## config.mk

```make
export PLATFORM = sky130hd
export DESIGN_NAME = needle_heystack_framer
export DESIGN_NICKNAME = d
export VERILOG_FILES = /design/src/rtl/needle_heystack_framer.sv
export SDC_FILE = /design/constraint.sdc
export NUM_CORES = 1
export LEC_CHECK = 0
export CAP_MARGIN = 20
export CELL_PAD_IN_SITES_DETAIL_PLACEMENT = 2
export CELL_PAD_IN_SITES_GLOBAL_PLACEMENT = 2
export CORE_MARGIN = 2
export CORE_UTILIZATION = 29
export CTS_CLUSTER_SIZE = 14
export DETAILED_ROUTE_END_ITERATION = 6
export GPL_TIMING_DRIVEN = 0
export HOLD_SLACK_MARGIN = 0.08
export PLACE_DENSITY_LB_ADDON = 0.08
export SYNTH_ARGS = -nofsm -noshare
export SYNTH_HDL_FRONTEND = slang
export SYNTH_SLANG_ARGS = --single-unit
```

## constraint.sdc

```tcl
create_clock -name clock -period 1.8 [get_ports clock]
set_input_delay 0.18 -clock clock [delete_from_list [all_inputs] [get_ports clock]]
set_output_delay 0.18 -clock clock [all_outputs]
set_load 0.01 [all_outputs]
```

## src/rtl/needle_heystack_framer.sv

```systemverilog
// Serializes a parallel needle word (MS byte first) followed by a heystack byte
// stream into one request frame on a registered 8-bit valid/last byte bus.
module needle_heystack_framer #(
   parameter int STRING_SIZE = 40
) (
   input  logic                     clock,
   input  logic                     reset,
   input  logic                     enable,
   input  logic [STRING_SIZE*8-1:0] needle,
   input  logic                     needle_valid,
   output logic                     needle_ready,
   input  logic [7:0]               heystack_data,
   input  logic                     heystack_valid,
   input  logic                     heystack_last,
   output logic                     heystack_ready,
   output logic [7:0]               out_data,
   output logic                     out_valid,
   output logic                     out_last,
   input  logic                     out_ready
);

   localparam int NW = STRING_SIZE * 8;
   localparam int CW = $clog2(STRING_SIZE) + 1;
   localparam logic [CW-1:0] LAST_IDX = CW'(STRING_SIZE - 1);

   typedef enum logic [1:0] {
      IDLE     = 2'd0,
      NEEDLE   = 2'd1,
      HEYSTACK = 2'd2
   } state_e;

   state_e          state_q,     state_d;
   logic [CW-1:0]   count_q,     count_d;
   logic [NW-1:0]   needle_sr_q, needle_sr_d;
   logic [7:0]      out_data_q,  out_data_d;
   logic            out_valid_q, out_valid_d;
   logic            out_last_q,  out_last_d;
   logic            needle_rdy;
   logic            heystack_rdy;
   logic            slot_free;

   assign slot_free = !out_valid_q || out_ready;

   always_comb begin
      // NOTE: every signal assigned here gets a default first so no path infers a latch.
      state_d      = state_q;
      count_d      = count_q;
      needle_sr_d  = needle_sr_q;
      out_data_d   = out_data_q;
      out_valid_d  = out_valid_q;
      out_last_d   = out_last_q;
      needle_rdy   = 1'b0;
      heystack_rdy = 1'b0;

      // A byte taken by downstream empties the slot even while frozen; a load below overrides.
      if (out_valid_q && out_ready) begin
         out_valid_d = 1'b0;
         out_last_d  = 1'b0;
      end

      if (enable && slot_free) begin
         unique case (state_q)
            IDLE: begin
               needle_rdy = 1'b1;
               if (needle_valid) begin
                  out_data_d  = needle[NW-1 -: 8];
                  out_valid_d = 1'b1;
                  out_last_d  = 1'b0;
                  needle_sr_d = needle << 8;
                  count_d     = CW'(1);
                  state_d     = (STRING_SIZE == 1) ? HEYSTACK : NEEDLE;
               end
            end
            NEEDLE: begin
               out_data_d  = needle_sr_q[NW-1 -: 8];
               out_valid_d = 1'b1;
               out_last_d  = 1'b0;
               needle_sr_d = needle_sr_q << 8;
               count_d     = count_q + CW'(1);
               if (count_q == LAST_IDX) begin
                  state_d = HEYSTACK;
               end
            end
            HEYSTACK: begin
               heystack_rdy = 1'b1;
               if (heystack_valid) begin
                  out_data_d  = heystack_data;
                  out_valid_d = 1'b1;
                  out_last_d  = heystack_last;
                  if (heystack_last) begin
                     state_d = IDLE;
                     count_d = '0;
                  end
               end
            end
            default: begin
               state_d = IDLE;
               count_d = '0;
            end
         endcase
      end
   end

   // NOTE: state registers use non-blocking assignments so all flops update together.
   always_ff @(posedge clock or negedge reset) begin
      if (!reset) begin
         state_q     <= IDLE;
         count_q     <= '0;
         needle_sr_q <= '0;
         out_data_q  <= '0;
         out_valid_q <= 1'b0;
         out_last_q  <= 1'b0;
      end else begin
         state_q     <= state_d;
         count_q     <= count_d;
         needle_sr_q <= needle_sr_d;
         out_data_q  <= out_data_d;
         out_valid_q <= out_valid_d;
         out_last_q  <= out_last_d;
      end
   end

   // Readys are forced low while reset is held, not just after the next edge.
   assign needle_ready   = needle_rdy & reset;
   assign heystack_ready = heystack_rdy & reset;

   assign out_data  = out_data_q;
   assign out_valid = out_valid_q;
   assign out_last  = out_last_q;

endmodule

```

### Word level (Yosys, flattened, before mapping)

Index checks and enable logic that the tools add are counted.

| operators by class | value |
|---|---|
| mux-type cells | 28 |
| equality and inequality tests | 7 |
| reductions and logical operators | 11 |
| bitwise operators | 2 |
| add/sub/neg operators | 1 |

Operators with widths:

| operator | number |
|---|---|
| 320-bit case mux with 2 select lines | 1 |
| 320-bit 2-to-1 mux | 1 |
| 8-bit case mux with 3 select lines | 1 |
| 7-bit 2-to-1 mux | 3 |
| 7-bit case mux with 3 select lines | 1 |
| 8-bit 2-to-1 mux | 2 |
| 1-bit 2-to-1 mux | 12 |
| 2-bit 2-to-1 mux | 4 |
| 2-bit != test (second input constant) | 4 |
| 4-bit AND reduction | 2 |
| 7-bit by 1-bit adder with 7-bit output (second input constant) | 1 |
| 7-bit by 6-bit equality test with 1-bit output (second input constant) | 1 |
| 1-bit case mux with 3 select lines | 2 |
| 2-bit case mux with 3 select lines | 1 |
| 5-bit AND reduction | 1 |
| 3-bit AND reduction | 1 |
| 3-bit nonzero test | 1 |
| 1-bit AND | 2 |
| 2-bit by 1-bit equality test with 1-bit output (second input constant) | 1 |
| 2-bit equality test (second input constant) | 1 |
| 1-bit logical AND | 2 |
| 2-bit zero test | 1 |
| 2-bit nonzero test | 1 |
| 1-bit zero test | 1 |
| 1-bit logical OR | 1 |

| storage, ports and cells | value |
|---|---|
| input bits | 335 |
| output and inout port bits | 12 |
| word-level logic and storage cells | 55 |
| register bits after elaboration | 339 |

### Depth between registers and ports, before layout

Gate-level depths: netlist of the first run.

| depth | value |
|---|---|
| word-level depth | 5 |
| depth in mapped cells | 10 |
| depth with buffers taken out | 6 |

### Worst setup path before layout of the first run

OpenSTA, ideal clock, no wires.

| path | value |
|---|---|
| kind | register to register |
| start | register state_q[0] |
| end | register needle_sr_q[233] |
| path buffers | 4 |
| cell stages (with the launch flop) | 11 |
| period minus slack after synthesis | 1.827 ns |
| path slack | -0.027 ns |
| library setup time | 0.083 ns |
| required time | 1.717 ns |
| arrival | 1.744 ns |
| path through | dfrtp_1 inv_1 ha_1 mux2_1 nand3_2 buf_6 buf_6 buf_8 buf_6 nand2_1 o21ai_0 |

| on the way | value |
|---|---|
| cells in the longest elaborated chain, start to end | 3 |
| elaborated cells between the ends (all ways) | 6 |
| classes of those cells | 2 x eq/ne; 1 x mux; 3 x reduce/logical |

RTL lines:

| item | line | RTL |
|---|---|---|
| start: declaration | 32 | `state_e state_q, state_d;` |
| start signal: assignment | 114 | `state_q <= state_d;` |
| 2-bit by 1-bit equality test with 1-bit output / 2-bit zero test (equally long branches) | 62 | `unique case (state_q)` |
| 2-bit nonzero test (no source line) / 2-bit != test (equally long branches) | n/a |  |
| 3-bit AND reduction (no source line) | n/a |  |
| end signal: assignment | 116 | `needle_sr_q <= needle_sr_d;` |
| end: declaration | 34 | `logic [NW-1:0] needle_sr_q, needle_sr_d;` |

Several ways; a longest one is shown, not always the timed one.
A chain may end at the register's enable or synchronous reset.

### Final worst setup path of the first run

| path | value |
|---|---|
| start | register state_q[1] |
| end | register needle_sr_q[244] |

The elaborated chain is that of the path after synthesis.

==> impl_metrics.csv, run 1 <==
group,metric,value,unit
run_status,outcome,"finished, violations left",
run_status,violations,"hold timing, setup timing",
sta,grt_setup_unrepaired,"true",
detailed_routing,drt-pass1-iter-count,6,
synthesis,synthCells,1474,
sta,setup_viol,307,
synthesis,synth-xor-area-share,0,%
synthesis,synth_fa_ha_area_share,0.405,%
clocking,cts_buffers,41,
floorplanning,coreArea,52700,um^2
finish,area_growth,57.5,%
power_and_ir_drop,fin_total_pwr,39.7,mW
synthesis,synth_area_per_cell,10.5,um^2
finish,nets,2271,
detailed_routing,drtAntennaViolNets,0,
clocking,clock-sinks,331,
setup_path,endpoint_kind,"flop",
floorplanning,die_x,235,um
clocking,cts_root_buf,"clkbuf_16",
synthesis,synth_area,15500,um^2
synthesis,yosysSeqAreaShare,53.6,%
synthesis,synth.area.top_cells,"dfrtp_1, mux2i_1, nand2_1",
synthesis,synth_top_area_cell,"dfrtp_1",
clocking,clock_path_buffers,3,
clocking,htreeDepth,2,
clocking,hold_buffers,3,
detailed_routing,drc,0,
finish,drive_gt1_share,27.5,%
setup_path,r2r_cells,12,
synthesis,postSynthNetCount,1814,
floorplanning,die_h,235,um
clocking,insertion_delay,0.56,ns
setup_path,slowest_delay,0.39,ns
setup_path,reg2reg_slack,-0.22,ns
sta,fmax,496,MHz
synthesis,yosysUniqueCellTypes,35,
setup_path,cp_cell_sequence,"inv_2, ha_4, mux2_4, nand3_4, buf_12, buf_12, buf_6, buf_12, buf_8, clkbuf_16, nand2_2, o21ai_1",
finish,final_common_cell,"clkdlybuf4s50_1",
place,gp_congestion,0.778,
setup_path,crit_type,"flop to flop",
power_and_ir_drop,vdd_drop_max,0.000623,V
setup_path,worstPathArrival,2.50,ns
global_route,grt_pass1_vias,14822,
detailed_routing,first_iter_violations,487,
sta,finClkSkew,0.0218,ns
synthesis,ys_warn_count,0,
power_and_ir_drop,powerDensity,1630,nW/um^2
detailed_routing,wirelength,59200,um
sta,hold_viol,63,
finish,layout_common_cells,"clkdlybuf4s50_1, dfrtp_1, mux2i_1, o21ai_1, nand2_1",
global_route,grt.overflow.total,0,
synthesis,synthMuxAreaShare,20.5,%
place,place_hpwl,40200,um
sta,max_slew_margin,61.8,%
setup_path,cp_data_required_time,2.28,ns
finish,post-route-util,46.2,%
synthesis,synthSimpleGateAreaFrac,9.58,%
detailed_routing,vias_per_cell,4.87,
sta,period_share,112,%
sta,worst_slew_pin_slew,0.573,ns
sta,final.min_clock_period,2.02,ns
min_path,holdCritPathClass,"primary input to async pin",
floorplanning,num_rows,84,
synthesis,synth_top_family_by_area,"multiplexers",
setup_path,crit_path_max_fanout,5,
sta,hold_slack,-0.497,ns
setup_path,startpoint_type,"flop",
clocking,tritoncts,"done",
sta,worst_slack,-0.217,ns
synthesis,synth.top_cell.area_share,53.6,%
setup_path,slowest_stage,"dfrtp_1",
place,port_buffers,346,
setup_path,rr_startpoint,"state_q[1]",
floorplanning,dieArea,55100,um^2
floorplanning,num_io_pins,347,
sta,drv_slew,0,
detailed_routing,routedWlPerCell,22.3,um
detailed_routing,num_vias,12922,
global_route,grt_max_degree,99,
setup_path,reg2reg_to,"needle_sr_q[244]",
job,maxCapViolCount,0,
synthesis,synth_compound_area_share,11.3,%
global_route,antenna_found_initial,21,
synthesis,ys_ff_latch,331,
global_route,grt_pass1_wl,87500,um
global_route,grt_usage,20.3,%
clocking,clk_pin_slew,0.06,ns
power_and_ir_drop,total_leakage_power,11.1,nW
setup_path,crit_top_cell,"buf_12",
floorplanning,initial_utilization,29.3,%
-- synth_stat cells (all sizes together) --
library cell  instances
nand4b                1
or4b                  2
or3                   1
nor4b                 1
and4b                 1
a21oi                11
a22oi                 8
o221ai                2
mux2i               305
o211ai                1
o21ai               315
and3                  4
buf                  72
a21bo                 1
clkbuf               38
and2                  1
nand2               328
nand2b               10
mux2                 10
nand3b                2
dfrtp               331
ha                    5
a32o                  1
inv                   4
o21a                  1
nor2                  8
nand4                 1
nand3                 9
-- worst max-delay path, delay by kind of cell (launching register included) --
kind            cells  cell delay [ns]
flops               1             0.39
fa+ha+maj           1             0.16
buf+inv             7             0.84
mux                 1             0.31
simple gates        2             0.18
compound gates      1             0.07
-- cell families after synthesis --
group / after synthesis
buffers and inverters: 114
adder cells (fa/ha/maj): 5
multiplexers: 315
AND/OR/NAND/NOR: 369
flip-flops: 331
AO/OA/AOI/OAI: 340
-- per-layer routing --
layer	vias up	track usage (%)	part of all wire, %
li1	6050	-	-
met1	6530	25.5	42
met2	234	35.2	51
met3	86	4.36	4.3
met4	22	5.08	1.9
met5	-	0	0.23
-- report_power, final --
| group | internal [mW] | total [mW] | switching (mW) |
|---|---|---|---|
| logic | 9.12 | 18.1 | 9.03 |
| clock network | 4.88 | 8.20 | 3.32 |
| registers | 10.7 | 13.4 | 2.65 |
-- stage by stage --
stage	cell area (um^2)	setup TNS, ns	setup WS (ns)	hold slack, ns	std cells
4_1_cts	22300	-39.12	-0.181	-0.492	2612
2_1_floorplan	15500	0	0.0176	-0.116	1474
3_3_place_gp	19800	-5274.61	-15.38	0.463	2508
5_1_grt	24300	-71.32	-0.308	-0.469	2652
6_report	24300	-44.11	-0.217	-0.497	2656
3_5_place_dp	19900	-184.87	-0.833	0.160	2511
-- state kept, by name, indices dropped and copies added, names as in the netlist --
register and cells:
out_valid 1, state_q 2, needle_sr_q 312, out_data 8, count_q 7, out_last 1
-- area by class of cell --
type,instances,area [um^2]
plain buffers,102,1130
clock inverters,12,114
fillers,5285,28300
inverters,4,15.0
well taps,688,861
clock buffers,59,1200
multi-input cells,1030,7860
flip-flops and latches,331,8280
diodes,9,22.5
repair buffers,421,4860
-- worst max-delay path by stage --
stage                     slack [ns]  depth (start not counted)       start                to
after floorplan                 0.02                         10  state_q[0]  needle_sr_q[233]
after global placement        -15.38                          1       reset   needle_sr_q[95]
after detailed placement       -0.83                          7  state_q[1]  needle_sr_q[209]
after CTS                      -0.18                         11  state_q[0]  needle_sr_q[214]
after global routing           -0.31                         12  state_q[1]  needle_sr_q[243]
final                          -0.22                         12  state_q[1]  needle_sr_q[244]
-- repair_timing --
action | CTS | global route
endpoints found under the hold margin | 139 | 63
pin swaps | 27 | 120
endpoints found under the setup margin | 333 | 332
resized for setup | 233 | 448
buffers inserted | 20 | 21
cloned | 10 | 23
Power figures use the tool's default switching activity.
==> run 2: changes to the inputs <==
- ABC_AREA: default -> 1
- CORE_UTILIZATION: 29 -> 26
- CTS_CLUSTER_SIZE: 14 -> 30
==> impl_metrics.csv, run 2 <==
group,metric,value,unit
min_path,holdCritPathClass,"primary input to async pin",
power_and_ir_drop,total_leakage_power,10.9,nW
setup_path,crit_top_cell,"clkbuf_16",
finish,nFillCells,7082,
sta,final.min_clock_period,1.99,ns
global_route,grt_usage,20.3,%
detailed_routing,vias_per_cell,4.57,
sta,drv_slew,0,
global_route,antenna_found_initial,20,
floorplanning,num_io_pins,347,
synthesis,synth_top_area_cell,"dfrtp_1",
global_route,grt_pass1_vias,17850,
sta,max_slew_margin,58.5,%
floorplanning,die_x,254,um
power_and_ir_drop,powerDensity,1520,nW/um^2
sta,hold_viol,27,
sta,setup_viol,330,
setup_path,cp_data_required_time,2.28,ns
global_route,grt_pass1_wl,101000,um
clocking,cts_buffers,43,
setup_path,reg2reg_to,"needle_sr_q[184]",
clocking,clock-sinks,331,
sta,grt_setup_unrepaired,"true",
setup_path,endpoint_kind,"flop",
detailed_routing,drtAntennaViolNets,0,
setup_path,slowest_stage,"dfrtp_1",
run_status,violations,"hold timing, setup timing",
clocking,clock_path_buffers,3,
floorplanning,initial_utilization,26.3,%
synthesis,synth_area,16200,um^2
finish,seqCellArea,8280,um^2
setup_path,critical-path-top-delay-family,"buffers and inverters",
sta,finClkSkew,0.0108,ns
synthesis,synthCells,2181,
setup_path,crit_type,"flop to flop",
place,gp_congestion,0.783,
setup_path,worstPathArrival,2.47,ns
setup_path,r2r_cells,10,
sta,setup_tns,-42.73,ns
detailed_routing,first_iter_violations,579,
clocking,htreeDepth,2,
synthesis,synth.top_cell.area_share,51.1,%
synthesis,synth.area.top_cells,"dfrtp_1, nand2_1, o21ai_0",
clocking,clk_pin_slew,0.06,ns
synthesis,synth_area_per_cell,7.43,um^2
finish,largest_reg_flops,312,
setup_path,endpoint,"needle_sr_q[184]",
synthesis,yosysSeqAreaShare,51.1,%
finish,drive_gt1_share,10.3,%
run_status,outcome,"finished, violations left",
synthesis,synth_most_common_cell,"nand2_1",
clocking,cts_root_buf,"clkbuf_16",
setup_path,slowest_delay,0.40,ns
finish,layout_common_cells,"nand2_1, o21ai_0, clkdlybuf4s50_1, dfrtp_1, inv_1",
finish,post-route-util,38.6,%
setup_path,rr_startpoint,"state_q[1]",
detailed_routing,routedWlPerCell,19.1,um
global_route,grt_max_degree,108,
clocking,insertion_delay,0.56,ns
synthesis,ys_warn_count,0,
sta,hold_slack,-0.0555,ns
setup_path,critical_path_buf_inv_count,6,
synthesis,synth_commonest_cells,"nand2_1, o21ai_0, dfrtp_1, inv_1, buf_2",
setup_path,startpoint_type,"flop",
floorplanning,die_h,254,um
place,port_buffers,346,
setup_path,path_depth,10,
clocking,tritoncts,"done",
finish,area_growth,46.8,%
synthesis,synth_async_sr_flop_share,100,%
synthesis,ys_ff_latch,331,
floorplanning,num_rows,91,
finish,regMostFlops,"needle_sr_q",
finish,nets,2955,
floorplanning,coreArea,61700,um^2
power_and_ir_drop,vdd_drop_max,0.000611,V
setup_path,startpoint,"state_q[1]",
synthesis,postSynthNetCount,2521,
synthesis,yosysUniqueCellTypes,21,
setup_path,cp_cell_sequence,"inv_2, ha_4, inv_12, buf_12, a21oi_4, clkbuf_16, clkbuf_16, buf_6, nand2_1, o21ai_0",
sta,worst_slack,-0.193,ns
finish,multi_input_area,6220,um^2
synthesis,synth-edff-count,0,
detailed_routing,num_vias,15906,
detailed_routing,wirelength,66500,um
setup_path,reg2reg_slack,-0.19,ns
place,place_hpwl,48400,um
clocking,hold_buffers,6,
synthesis,ys.flop_type,"dfrtp_1",
sta,fmax,502,MHz
detailed_routing,drc,0,
floorplanning,dieArea,64400,um^2
detailed_routing,drt-pass1-iter-count,4,
finish,final_common_cell,"nand2_1",
sta,worst_slew_pin_slew,0.623,ns
job,maxCapViolCount,0,
global_route,grt.overflow.total,0,
setup_path,crit_path_max_fanout,10,
sta,period_share,111,%
-- run 2: where the power goes --
part | total, mW | switching [mW] | internal (mW)
clock network | 8.09 | 3.43 | 4.67
logic | 16.4 | 9.94 | 6.44
registers | 11.8 | 1.04 | 10.7
-- run 2: how the worst min path moves through the flow --
stage                                 from  cells past startpoint          endpoint
after floorplan                      reset                      0        count_q[0]
after global placement    needle_sr_q[319]                      2  needle_sr_q[319]
after detailed placement             reset                      1       out_data[4]
after CTS                            reset                      5  needle_sr_q[124]
after global routing                 reset                      5  needle_sr_q[129]
final                                reset                      5  needle_sr_q[129]
-- run 2: cells by family (layout without fill, tap and decap cells) --
group	after synthesis	in the layout	share of synthesized area, %
AO/OA/AOI/OAI	609	609	19.0
AND/OR/NAND/NOR	780	780	18.3
flip-flops	331	331	51.1
buffers and inverters	456	917	11.3
adder cells (fa/ha/maj)	5	5	0.386
other	0	4	0
-- run 2: layer usage --
metal	share of wire, %	track usage [%]	vias up
li1	-	-	7688
met1	45	26.5	7851
met2	49	34.8	230
met3	4.4	3.99	103
met4	1.7	4.45	34
met5	0.31	0	-
-- run 2: per-stage QoR --
step           setup slack (ns)  power, mW  std cells  area, um^2
2_1_floorplan            0.0456       20.0       2181       16200
3_3_place_gp             -15.23       25.1       3364       20700
3_5_place_dp              -1.12       25.7       3367       20800
4_1_cts                  -0.150       35.8       3458       23100
5_1_grt                  -0.294       39.4       3481       23800
6_report                 -0.193       36.3       3483       23800
-- run 2: area by class of cell --
cell class	count	share of cell area, %
Sequential cell	331	34.8
Multi-Input combinational cell	1394	26.2
Timing Repair Buffer	391	17.9
Buffer	142	6.34
Clock buffer	62	5.12
Inverter	312	4.99
Tap cell	837	4.40
Clock inverter	10	0.252
Antenna cell	4	0.0421
-- run 2: tightest hold or removal path: cells and delay by family --
kind     cells  cell delay [ns]
buf+inv      5             0.75
-- run 2: what timing repair did --
action,CTS,global route
resized for setup,280,84
hold endpoints to repair,244,167
setup endpoints to repair,332,332
buffers inserted,12,9
cloned,2,13
pin swaps,3,3
